===== src/rtl/sdram_auto_refresh_pkg.sv =====
// Shared SDRAM refresh constants: command encodings {Cs_n,Ras_n,Cas_n,We_n},
// default timing and address width, plus a small integer helper.
package sdram_auto_refresh_pkg;

    localparam logic [3:0] CMD_NOP  = 4'b0111;
    localparam logic [3:0] CMD_PRE  = 4'b0010;
    localparam logic [3:0] CMD_AREF = 4'b0001;

    localparam int ASIZE_DEF      = 12;
    localparam int REF_PERIOD_DEF = 780;
    localparam int TRP_CLK_DEF    = 2;
    localparam int TRFC_CLK_DEF   = 7;

    // Address bit that selects "all banks" on a PRECHARGE.
    localparam int A10_BIT = 10;
    localparam int STATE_W = 3;

    function automatic int max_int(input int a, input int b);
        return (a > b) ? a : b;
    endfunction

endpackage


===== src/rtl/sdram_auto_refresh_if.sv =====
// Arbiter-facing bus of the auto-refresh engine: grant handshake, status flags,
// and the command/address outputs muxed onto the SDRAM pins by the arbiter.
interface sdram_auto_refresh_if
    import sdram_auto_refresh_pkg::*;
#(
    parameter int ASIZE = ASIZE_DEF
);
    // Handshake: Ref_req rises on interval expiry and holds until the arbiter
    // answers with Ref_en while the engine is idle; that edge consumes the grant.
    // The engine owns Command/Saddr until the cycle Ref_done pulses, then releases.
    logic               Init_done;
    logic               Ref_en;
    logic               Ref_req;
    logic               Ref_done;
    logic               Ref_miss;
    logic [3:0]         Command;
    logic [ASIZE-1:0]   Saddr;
    logic [STATE_W-1:0] dbg_state;

    modport slave (
        input  Init_done, Ref_en,
        output Ref_req, Ref_done, Ref_miss, Command, Saddr, dbg_state
    );

    modport master (
        output Init_done, Ref_en,
        input  Ref_req, Ref_done, Ref_miss, Command, Saddr, dbg_state
    );

endinterface


===== src/rtl/sdram_ref_timer.sv =====
// Free-running refresh interval counter; raises a sticky request at each
// terminal count and flags a miss when the previous request was never granted.
module sdram_ref_timer
    import sdram_auto_refresh_pkg::*;
#(
    parameter int REF_PERIOD = REF_PERIOD_DEF
) (
    input  logic Clk,
    input  logic Rst_n,
    input  logic init_done,
    input  logic grant,
    output logic ref_req,
    output logic ref_miss
);

    localparam int            CW     = $clog2(REF_PERIOD + 1);
    localparam logic [CW-1:0] TC_VAL = CW'(REF_PERIOD - 1);

    logic [CW-1:0] cnt;
    logic          tc;

    assign tc = (cnt == TC_VAL);

    always_ff @(posedge Clk or negedge Rst_n) begin
        if (!Rst_n) begin
            cnt      <= '0;
            ref_req  <= 1'b0;
            ref_miss <= 1'b0;
        end else if (!init_done) begin
            cnt      <= '0;
            ref_req  <= 1'b0;
            ref_miss <= 1'b0;
        end else begin
            cnt <= tc ? '0 : cnt + CW'(1);
            // A fresh interval expiring on the grant edge re-arms the request
            // instead of counting as a miss.
            if (tc) begin
                ref_req <= 1'b1;
                if (ref_req && !grant) begin
                    ref_miss <= 1'b1;
                end
            end else if (grant) begin
                ref_req <= 1'b0;
            end
        end
    end

endmodule


===== src/rtl/sdram_auto_refresh.sv =====
// Periodic SDRAM auto-refresh engine. Define SDRAM_REF_PRECHARGE_EN to issue a
// PRECHARGE-all (A10=1) plus tRP wait ahead of each AUTO REFRESH.
module sdram_auto_refresh
    import sdram_auto_refresh_pkg::*;
#(
    parameter int REF_PERIOD = REF_PERIOD_DEF,
    parameter int TRP_CLK    = TRP_CLK_DEF,
    parameter int TRFC_CLK   = TRFC_CLK_DEF,
    parameter int ASIZE      = ASIZE_DEF
) (
    input logic                  Clk,
    input logic                  Rst_n,
    sdram_auto_refresh_if.slave  bus
);

    localparam int             WCW        = $clog2(max_int(TRP_CLK, TRFC_CLK)) + 1;
    localparam logic [WCW-1:0] TRFC_LAST  = WCW'(TRFC_CLK - 1);
`ifdef SDRAM_REF_PRECHARGE_EN
    localparam logic [WCW-1:0] TRP_LAST   = WCW'(TRP_CLK - 1);
`endif

    typedef enum logic [STATE_W-1:0] {
        ST_IDLE      = 3'd0,
        ST_AREF      = 3'd1,
`ifdef SDRAM_REF_PRECHARGE_EN
        ST_PRE       = 3'd3,
        ST_WAIT_TRP  = 3'd4,
`endif
        ST_WAIT_TRFC = 3'd2
    } state_t;

    state_t           state_q, state_d;
    logic [WCW-1:0]   wait_q, wait_d;
    logic [3:0]       cmd_q, cmd_d;
    logic [ASIZE-1:0] saddr_q, saddr_d;
    logic             done_q, done_d;
    logic             grant;

    assign grant = bus.Init_done && (state_q == ST_IDLE) && bus.Ref_req && bus.Ref_en;

    sdram_ref_timer #(
        .REF_PERIOD (REF_PERIOD)
    ) u_timer (
        .Clk       (Clk),
        .Rst_n     (Rst_n),
        .init_done (bus.Init_done),
        .grant     (grant),
        .ref_req   (bus.Ref_req),
        .ref_miss  (bus.Ref_miss)
    );

    // Command/Saddr are computed for the state being entered, so each state
    // occupies exactly the cycle in which its command is on the bus.
    always_comb begin
        state_d = state_q;
        wait_d  = wait_q;
        cmd_d   = CMD_NOP;
        saddr_d = '0;
        done_d  = 1'b0;
        if (!bus.Init_done) begin
            state_d = ST_IDLE;
            wait_d  = '0;
        end else begin
            case (state_q)
                ST_IDLE: begin
                    if (grant) begin
`ifdef SDRAM_REF_PRECHARGE_EN
                        state_d          = ST_PRE;
                        cmd_d            = CMD_PRE;
                        saddr_d[A10_BIT] = 1'b1;
`else
                        state_d = ST_AREF;
                        cmd_d   = CMD_AREF;
`endif
                    end
                end
`ifdef SDRAM_REF_PRECHARGE_EN
                ST_PRE: begin
                    if (TRP_CLK == 1) begin
                        state_d = ST_AREF;
                        cmd_d   = CMD_AREF;
                    end else begin
                        state_d = ST_WAIT_TRP;
                        wait_d  = WCW'(1);
                    end
                end
                ST_WAIT_TRP: begin
                    if (wait_q == TRP_LAST) begin
                        state_d = ST_AREF;
                        cmd_d   = CMD_AREF;
                        wait_d  = '0;
                    end else begin
                        wait_d = wait_q + WCW'(1);
                    end
                end
`endif
                ST_AREF: begin
                    if (TRFC_CLK == 1) begin
                        state_d = ST_IDLE;
                    end else begin
                        state_d = ST_WAIT_TRFC;
                        wait_d  = WCW'(1);
                    end
                end
                ST_WAIT_TRFC: begin
                    if (wait_q == TRFC_LAST) begin
                        state_d = ST_IDLE;
                        wait_d  = '0;
                    end else begin
                        wait_d = wait_q + WCW'(1);
                    end
                end
                default: begin
                    state_d = ST_IDLE;
                    wait_d  = '0;
                end
            endcase
            // Done marks the final cycle the engine owns the bus.
            done_d = ((state_d == ST_AREF) && (TRFC_CLK == 1)) ||
                     ((state_d == ST_WAIT_TRFC) && (wait_d == TRFC_LAST));
        end
    end

    always_ff @(posedge Clk or negedge Rst_n) begin
        if (!Rst_n) begin
            state_q <= ST_IDLE;
            wait_q  <= '0;
            cmd_q   <= CMD_NOP;
            saddr_q <= '0;
            done_q  <= 1'b0;
        end else begin
            state_q <= state_d;
            wait_q  <= wait_d;
            cmd_q   <= cmd_d;
            saddr_q <= saddr_d;
            done_q  <= done_d;
        end
    end

    assign bus.Command   = cmd_q;
    assign bus.Saddr     = saddr_q;
    assign bus.Ref_done  = done_q;
    assign bus.dbg_state = state_q;

endmodule


===== src/flat_wrapper.sv =====
// flat-port wrapper written by rule: the top's interface ports become plain ports
module sdram_auto_refresh_flat import sdram_auto_refresh_pkg::*;
#(
    parameter int REF_PERIOD = REF_PERIOD_DEF,
    parameter int TRP_CLK    = TRP_CLK_DEF,
    parameter int TRFC_CLK   = TRFC_CLK_DEF,
    parameter int ASIZE      = ASIZE_DEF
)
  (Clk, Rst_n, bus_Init_done, bus_Ref_en, bus_Ref_req, bus_Ref_done, bus_Ref_miss, bus_Command, bus_Saddr, bus_dbg_state);
  sdram_auto_refresh_if #(.ASIZE(ASIZE)) bus_i ();
  input logic Clk;
  input logic Rst_n;
  input wire logic [$bits(bus_i.Init_done)-1:0] bus_Init_done;
  input wire logic [$bits(bus_i.Ref_en)-1:0] bus_Ref_en;
  output wire logic [$bits(bus_i.Ref_req)-1:0] bus_Ref_req;
  output wire logic [$bits(bus_i.Ref_done)-1:0] bus_Ref_done;
  output wire logic [$bits(bus_i.Ref_miss)-1:0] bus_Ref_miss;
  output wire logic [$bits(bus_i.Command)-1:0] bus_Command;
  output wire logic [$bits(bus_i.Saddr)-1:0] bus_Saddr;
  output wire logic [$bits(bus_i.dbg_state)-1:0] bus_dbg_state;
  assign bus_i.Init_done = bus_Init_done;
  assign bus_i.Ref_en = bus_Ref_en;
  assign bus_Ref_req = bus_i.Ref_req;
  assign bus_Ref_done = bus_i.Ref_done;
  assign bus_Ref_miss = bus_i.Ref_miss;
  assign bus_Command = bus_i.Command;
  assign bus_Saddr = bus_i.Saddr;
  assign bus_dbg_state = bus_i.dbg_state;
  sdram_auto_refresh #(.REF_PERIOD(REF_PERIOD), .TRP_CLK(TRP_CLK), .TRFC_CLK(TRFC_CLK), .ASIZE(ASIZE)) u_core (.Clk(Clk), .Rst_n(Rst_n), .bus(bus_i));
endmodule

===== config.mk =====
export PLATFORM = sky130hd
export DESIGN_NAME = sdram_auto_refresh_flat
export DESIGN_NICKNAME = d
export VERILOG_FILES = /design/src/rtl/sdram_auto_refresh_pkg.sv /design/src/rtl/sdram_auto_refresh_if.sv /design/src/rtl/sdram_ref_timer.sv /design/src/rtl/sdram_auto_refresh.sv /design/src/flat_wrapper.sv
export SDC_FILE = /design/constraint.sdc
export NUM_CORES = 1
export LEC_CHECK = 0
export ABC_AREA = 1
export ABC_CLOCK_PERIOD_IN_PS = 1600
export BUFFER_PORTS_ARGS = -buffer_cell sky130_fd_sc_hd__buf_2
export CAP_MARGIN = 10
export CORE_MARGIN = 5
export CORE_UTILIZATION = 53
export CTS_BUF_LIST = sky130_fd_sc_hd__clkbuf_16
export CTS_CLUSTER_SIZE = 14
export DETAILED_ROUTE_END_ITERATION = 6
export GPL_ROUTABILITY_DRIVEN = 0
export PLACE_DENSITY = 0.81
export SETUP_SLACK_MARGIN = 0.5
export SYNTH_ARGS = -nofsm -noshare
export SYNTH_HDL_FRONTEND = slang
export SYNTH_HIERARCHICAL = 1
export SYNTH_SLANG_ARGS = --single-unit

===== constraint.sdc =====
create_clock -name Clk -period 1.6 [get_ports Clk]
set_input_delay 0.16 -clock Clk [delete_from_list [all_inputs] [get_ports Clk]]
set_output_delay 0.16 -clock Clk [all_outputs]
set_load 0.01 [all_outputs]

# Word level (Yosys, flattened, before mapping)
# Index checks and enable logic that the tools add are counted.
# Widths: inputs -> output; s select.
word_totals:
  memories: 0
  out_inout_bits: 22
  rom_bits: 0
  ramBits: 0
  in_bits: 4
  ff_bits: 24
  latchBits: 0
classes:
  magnitude_cmp: 0
  n_bitwise: 0
  n_reduce_logical: 8
  mux: 21
  n_shift: 0
  div_mod_pow: 0
  addsub: 2
  eq_ne: 9
  multipliers: 0
ops:
  columns: ["cell", "n"]
  rows:
  - ["$mux 10", 2]
  - ["$mux 4", 5]
  - ["$mux 3", 5]
  - ["$pmux 4 s3", 1]
  - ["$add 10x1->10 const B", 1]
  - ["$eq 10x10->1 const B", 1]
  - ["$pmux 3 s3", 1]
  - ["$eq 4x3->1 const B", 2]
  - ["$mux 1", 7]
  - ["$eq 3x2->1 const B", 2]
  - ["$logic_and 1x1->1", 5]
  - ["$add 4x1->4 const B", 1]
  - ["$ne 2x1->1 const B", 2]
  - ["$eq 3x1->1 const B", 1]
  - ["$logic_not 3->1", 1]
  - ["$ne 3x1->1 const B", 1]
  - ["$reduce_and 2->1", 1]
  - ["$logic_not 1->1", 1]

# Longest topological paths before layout
# Gate-level depths: netlist of the first run.
logic_depth:
  ltp_word: 10
  mapped_depth: 9

# Hierarchy
# The synthesis of the first run kept the hierarchy.
modules_own_cells:
  columns: ["module", "instances", "cells_per_inst", "area_each_um2"]
  rows:
  - ["sdram_auto_refresh", 1, 74, 603.1]
  - ["sdram_ref_timer", 1, 71, 593.1]

# Worst setup path after synthesis of the first run
# Ideal clock, no wire load.
synth_timing:
  path_type: "register to register"
  from: "register u_core.wait_q[0]"
  to: "register u_core.done_q, in the netlist u_core/bus.Ref_done"
  n_path_buf: 0
  setup_time_ns: 0.069
  required_ns: 1.531
  arrival_time_ns: 1.129
  path_stages_with_launch: 10
  synth_period_minus_slack_ns: 1.197
  slack_ns: 0.403
  path_cell_list: "dfrtp_1 > inv_1 > ha_1 > nand2_1 > nor2_1 > nor2_1 > nand2_1 > nand2_1 > nand3_1 > nor2_2"
synth_via:
  elab_chain_len: 7
synth_lines:
  columns: ["element", "line_no", "source"]
  rows:
  - ["start, declared", "sdram_auto_refresh.sv:33", "logic [WCW-1:0] wait_q, wait_d;"]
  - ["start signal, assigned", "sdram_auto_refresh.sv:133", "wait_q <= wait_d;"]
  - ["$add 4x1->4 / $eq 4x3->1 (equally long branches)", "sdram_auto_refresh.sv:110, sdram_auto_refresh.sv:106", null]
  - ["$mux 4 / $mux 3 (equally long branches)", "sdram_auto_refresh.sv:106", "if (wait_q == TRFC_LAST) begin"]
  - ["$pmux 4 s3 / $pmux 3 s3 (equally long branches)", "sdram_auto_refresh.sv:64", "case (state_q)"]
  - ["$mux 4 / $mux 3 (equally long branches)", "sdram_auto_refresh.sv:60", "if (!bus.Init_done) begin"]
  - ["$eq 4x3->1 / $eq 3x2->1 (equally long branches)", "sdram_auto_refresh.sv:120", "((state_d == ST_WAIT_TRFC) && (wait_d == TRFC_LAST));"]
  - ["$logic_and 1x1->1 (*)", "sdram_auto_refresh.sv:120", null]
  - ["$mux 1 (*)", "sdram_auto_refresh.sv:60", null]
  - ["via u_core.done_d", "sdram_auto_refresh.sv:36", "logic done_q, done_d;"]
  - ["end signal, assigned", "sdram_auto_refresh.sv:136", "done_q <= done_d;"]
  - ["end, declared", "sdram_auto_refresh.sv:36", null]
# The timed path passes the listed nets; every way through them passes the cells marked *. The select of a mux whose other input is x is not followed.
# A chain may end at the register's enable or synchronous reset.

# Worst setup path in the final report of the first run
# Same ends and word-level chain as after synthesis.

==> results of run 1 <==
placed cells by master (no fill, tap or decap), types with 2 or more instances in the layout:
| cell | Yosys | final |
|---|---|---|
| nand3_1 | 10 | 2 |
| nand2_2 | 5 | 9 |
| buf_6 | 0 | 2 |
| conb_1 | 2 | 15 |
| inv_2 | 1 | 5 |
| nand3b_1 | 2 | 2 |
| nor2_4 | 0 | 7 |
| dfrtp_1 | 20 | 18 |
| inv_1 | 17 | 14 |
| xor2_1 | 4 | 4 |
| buf_4 | 15 | 14 |
| buf_2 | 0 | 11 |
| ha_4 | 0 | 2 |
| a21oi_1 | 8 | 4 |
| clkbuf_16 | 0 | 3 |
| nand2_4 | 0 | 3 |
| nor2_1 | 19 | 12 |
| a21oi_2 | 1 | 5 |
| xnor2_1 | 3 | 3 |
| dfrtp_2 | 0 | 2 |
| nand3_2 | 1 | 9 |
| nor2_2 | 7 | 7 |
| nand2_1 | 20 | 13 |
through the flow:
step / setup WS, ns / total power, mW / instances / utilization / instance area [sq um]
final: 0.3461 / 1.158 / 203 / 0.7401 / 1622
after global routing: 0.2626 / 1.203 / 203 / 0.7401 / 1622
after CTS: 0.3524 / 1.146 / 196 / 0.6642 / 1455
after detailed placement: 0.3378 / 0.6188 / 182 / 0.5728 / 1255
after global placement: 0.3889 / 0.6160 / 182 / 0.5728 / 1255
after floorplan: 0.4682 / 0.6195 / 158 / - / 1277
critical path, cell delays in order (launching register included):
cell     delay (ns)
dfrtp_1        0.40
buf_4          0.15
ha_2           0.17
xor2_1         0.17
nand2_2        0.09
nand2_2        0.08
nand3_2        0.06
nor2_2         0.07
metal layers:
| metal | GRT usage | up-vias | part of all wire |
|---|---|---|---|
| li1 | - | 477 | - |
| met1 | 0.1657 | 469 | 0.37 |
| met2 | 0.2968 | 24 | 0.56 |
| met3 | 0.03394 | 8 | 0.048 |
| met4 | 0.07947 | 0 | 0.021 |
| met5 | 0 | - | 0 |
sequential cells by signal (all words and copies together) (netlist names):
signal,cells
u_core/u_timer/ref_miss,1
u_core/u_timer/ref_req,1
u_core/u_timer/cnt,10
u_core/wait_q,4
u_core/bus.Command,1
u_core/bus.dbg_state,3
u_core/bus.Ref_done,1
power by group through the flow:
| stage | clock network (mW) | registers (mW) | logic (mW) |
|---|---|---|---|
| floorplan | 0 | 0.556 | 0.0638 |
| detailed placement | 0 | 0.556 | 0.0624 |
| global placement | 0 | 0.556 | 0.0605 |
| global route | 0.546 | 0.552 | 0.105 |
| CTS | 0.520 | 0.546 | 0.0799 |
| finish | 0.513 | 0.551 | 0.0941 |
logic make-up after synthesis:
kind of cell | count (synthesis) | share of synthesized area
other | 2 | 0.006278
buffers and inverters | 34 | 0.1548
xor gates and xnor gates | 7 | 0.05126
DFF | 21 | 0.4404
AOI/OAI and AO/OA | 11 | 0.05439
adders and majority gates | 3 | 0.03138
and+or+nand+nor | 67 | 0.2615
cell type report:
| class | instances | area, sq um | share of cell area |
|---|---|---|---|
| Clock buffer | 3 | 75.07 | 0.04630 |
| Timing Repair Buffer | 28 | 192.7 | 0.1188 |
| Tap cell | 28 | 35.03 | 0.02160 |
| Clock inverter | 1 | 3.754 | 0.002315 |
| Sequential cell | 21 | 529.3 | 0.3264 |
| Multi-Input combinational cell | 103 | 713.2 | 0.4398 |
| Inverter | 19 | 72.57 | 0.04475 |
final timing paths:
path	endpoint	cells past startpoint	slack [ns]	start
setup / recovery	u_core/bus.Ref_done	7	0.35	u_core/wait_q[0]
hold / removal	u_core/u_timer/cnt[9]	3	0.23	bus_Init_done
setup reg to reg	u_core/bus.Ref_done	7	0.35	u_core/wait_q[0]
hold reg to reg	u_core/u_timer/ref_miss	2	0.53	u_core/u_timer/ref_miss
max in group asynchronous	u_core/wait_q[1]	2	0.85	Rst_n
min in group asynchronous	u_core/wait_q[2]	2	0.39	Rst_n
timing repair:
action / in CTS / in global routing
hold endpoints to repair: 20 / 0
cloned: 0 / 0
pin swaps: 17 / 16
endpoints found under the setup margin: 14 / 18
resized for setup: 13 / 30
buffers inserted: 9 / 7
hold buffers: 1 / 0
==> run metrics, run 1 <==
CORE AREA 2191 sq um; CTS H-tree lvls 1; Fmax 797.5 MHz; FP Rows 17; CP Launch Type flop; Pre-antenna DRT Iters 5; vias in the first global route about 980; Hold Path Class input pin to flop; Fillers between 150 and 200; Die Wd 57.51 um; CP endpoint kind flop; clock latency on the worst-skew pair 0.25 ns; Fin. Hold Viols 0; # DRC 0; Synth area leader dfrtp_1; clock group share of total power 0.443; pwr/cell area 714.3 nW/um^2; clk buf depth 2; Avg Inst Size Synth ~8.2 sq um; asr flop ratio synth 1.000; Overflow after GRT 0; Clock Skew 0.002336 ns; VDD IR max between 0.6 and 0.7 mV; sw frac 0.2182; final antenna-violating net count 0; Worst EP required roughly 1.8 ns; share of layout cells above drive strength 1 0.4800; P_leak ~0.8 nW; Slew Viols, Final 0; synthesis-stage register bit count 21; die area 3307 sq um; Tmin final 1.254 ns; Worst EP arrival 1.44 ns; Area growth syn-to-layout 35.57%; max cap viols 0; vias post-DR 978; boundary pin count 26; I/O Buffers 11; Final #Nets around 180; Setup Viol. Count Final 0; crit share post-route 0.7837; # clock sinks 21; library cells used by synthesis 23; Yosys warning count 6; Syn Inst Count between 100 and 150; synth cell count leaders dfrtp_1, nand2_1, nor2_1; largest net degree at the start of global routing 22; Post-synth EDFFs 0; Die Y around 58 um; CTS clock-pin slew for the worst setup and hold paths roughly 0.06 ns; run status finished, final reports clean; Comb pwr share 0.081; internal power just over 0.9 mW; predominant post-synthesis flop cell dfrtp_1; cts bufs inserted 3; final setup TNS 0 ns; worst hold slack between 0.2 and 0.25 ns; Sequential Power Share 0.476; initial antenna violation count 0; post-DR vias/cell ~4.8; P_sw 0.2527 mW; Worst Path Max Fanout 3; Synth top area share 0.4184; first-pass GRT wire length 4.112 mm; routed wire length ~2.7 mm; sequential cell area fraction in the yosys report 0.4404; crit path kind flop to flop; # diodes 0; GR Util All Layers 0.1594; Iter 0 DRT Violations 31; unrepaired setup endpoints after global routing true; final HPWL from detailed placement around 1.7 mm; Starting Density 0.5460; synthesized area between 1000 and 1500 sq um; drt wl/cell between 10 and 15 um; CTS tree done; Area contributors post-synth dfrtp_1, buf_4, nand2_1; clock root buffer master clkbuf_16
(Power assumes the default switching activity.)
==> inputs of run 2 (changes only) <==
--- a/config.mk
+++ b/config.mk
@@ -6,7 +6,7 @@
 export NUM_CORES = 1
 export LEC_CHECK = 0
 export ABC_AREA = 1
-export ABC_CLOCK_PERIOD_IN_PS = 1600
+export ABC_CLOCK_PERIOD_IN_PS = 1200
 export BUFFER_PORTS_ARGS = -buffer_cell sky130_fd_sc_hd__buf_2
 export CAP_MARGIN = 10
 export CORE_MARGIN = 5
==> constraint.sdc (replaced) <==
create_clock -name Clk -period 1.2 [get_ports Clk]
set_input_delay 0.12 -clock Clk [delete_from_list [all_inputs] [get_ports Clk]]
set_output_delay 0.12 -clock Clk [all_outputs]
set_load 0.01 [all_outputs]
==> run 2 against run 1 <==
Effect of this change: the flow now finishes with violations (hold timing, setup timing); sequential share of layout area down 2.0 points; global-route usage increased by 2.8 points; final area is 7.2% higher; first-iteration DRC count increased by 9.7%; clock power increased by 36%; die area unchanged; via count rose by 7.0%; wire length up 20%; critical path type unchanged; critical endpoint unchanged; largest cell class unchanged; largest power group unchanged.
==> run metrics, run 2 (same netlist as run 1, synthesis figures left out) <==
Fin. Hold Viols 20; cts bufs inserted 3; die area 3307 sq um; clock latency on the worst-skew pair 0.25 ns; CP endpoint kind flop; P_leak between 0.8 and 0.9 nW; CTS clock-pin slew for the worst setup and hold paths approximately 0.06 ns; r2r endpoint u_core/bus.Ref_done; crit share post-route 1.065; Worst R2R Setup Slack -0.08 ns; Worst EP required ~1.4 ns; CORE AREA 2191 sq um; share of layout cells above drive strength 1 0.5230; uppermost layer routed met4; FP Rows 17; failing checks hold timing, setup timing; worst hold slack -0.1792 ns; Crit Reg-Reg Startpoint u_core/wait_q[0]; max cap viols 0; I/O Buffers 11; # DRC 0; clock root buffer master clkbuf_16; final core utilization 0.7933; routed wl met2 between 1.5 and 2 mm; Area growth syn-to-layout 45.29%; Overflow after GRT 0; CP Launch Type flop; CP startpoint u_core/wait_q[0]; routed wire length 3.288 mm; unrepaired setup endpoints after global routing true; wl on met1 1.247 mm; Worst Setup EP u_core/bus.Ref_done; GR Util All Layers 0.1878; Pwr Total approximately 1.6 mW; run status finished with violations; Final #Nets roughly 180; # diodes 0; largest net degree at the start of global routing 22; boundary pin count 26; Starting Density 0.5460; Die Wd between 50 and 60 um; worst r2r path cells 9; Slew Viols, Final 0; VDD IR max 0.7106 mV; Worst EP arrival approximately 1.5 ns; Final WS setup -0.07818 ns; most frequent cells in the layout inv_1, conb_1, dfrtp_1; final HPWL from detailed placement roughly 1.8 mm; CTS tree done; pwr/cell area between 900 and 1000 nW/um^2; drt wl/cell approximately 16 um; CTS H-tree lvls 1; pre-CTS setup slack -0.04337 ns; Worst Path Max Fanout 4; max FFs per register 10; Hold Path Class input pin to async pin; Area after DPL ~1300 sq um; post-DR vias/cell between 5 and 6; final antenna-violating net count 0; Fillers around 140; post-route cell area ~1700 sq um; met3 WL post-DR around 200 um; # clock sinks 21; initial antenna violation count 0; vias post-DR roughly 1000; first-pass GRT wire length 4.733 mm; Most flops, register u_core/u_timer/cnt; vias in the first global route approximately 1100; crit path kind flop to flop; Clock Skew between 0.003 and 0.004 ns; clk buf depth 2; Tmin final between 1 and 1.5 ns; Die Y about 58 um; Setup Viol. Count Final 13; Pre-antenna DRT Iters 4; Fmax roughly 780 MHz; Iter 0 DRT Violations 34
==> run 2: worst max-delay path, stage by stage (launching register included) <==
cell,delay [ns]
dfrtp_1,0.42
inv_2,0.08
ha_4,0.18
nand2_2,0.06
nor2_2,0.03
nor2_1,0.11
nand2_1,0.09
nand2_1,0.09
nand3_2,0.07
nor2_2,0.09
==> run 2: where the power goes <==
part / switching [mW] / internal, mW
Clock: 0.252 / 0.444
Combinational: 0.103 / 0.0594
Sequential: 0.0145 / 0.719
==> run 2: how the worst min path moves through the flow <==
| stage | start | to | cells past startpoint |
|---|---|---|---|
| after floorplan | Rst_n | u_core/bus.Ref_done | 0 |
| after global placement | Rst_n | u_core/wait_q[0] | 1 |
| after detailed placement | Rst_n | u_core/wait_q[3] | 1 |
| after CTS | Rst_n | u_core/u_timer/cnt[9] | 1 |
| after global routing | Rst_n | u_core/wait_q[3] | 1 |
| final | Rst_n | u_core/wait_q[3] | 1 |
==> run 2: metrics by stage <==
stage	instances	TNS (ns)
after floorplan	158	0
after global placement	185	0
after detailed placement	185	-0.04337
after CTS	194	-0.04159
after global routing	202	-1.798
final	202	-0.4341
==> run 2: what timing repair did <==
action	4_1_cts	5_1_grt
resized for setup	30	23
setup buffers	5	8
endpoints found under the setup margin	28	28
pin swaps	17	18
endpoints found under the hold margin	20	20
==> run 2: layer usage <==
metal,global-route usage,up-vias
li1,-,481
met1,0.2090,512
met2,0.3274,43
met3,0.04977,10
met4,0.09272,0
met5,0,-
==> run 2: final cells by class <==
cell class	instances	area, sq um	share of cell area
clock buffer	3	75.07	0.04320
clock inverter	1	3.754	0.002160
inverter	19	75.07	0.04320
multi-input combinational	103	797.0	0.4586
sequential	21	533.0	0.3067
tap	28	35.03	0.02016
timing repair buffer	27	219.0	0.1260
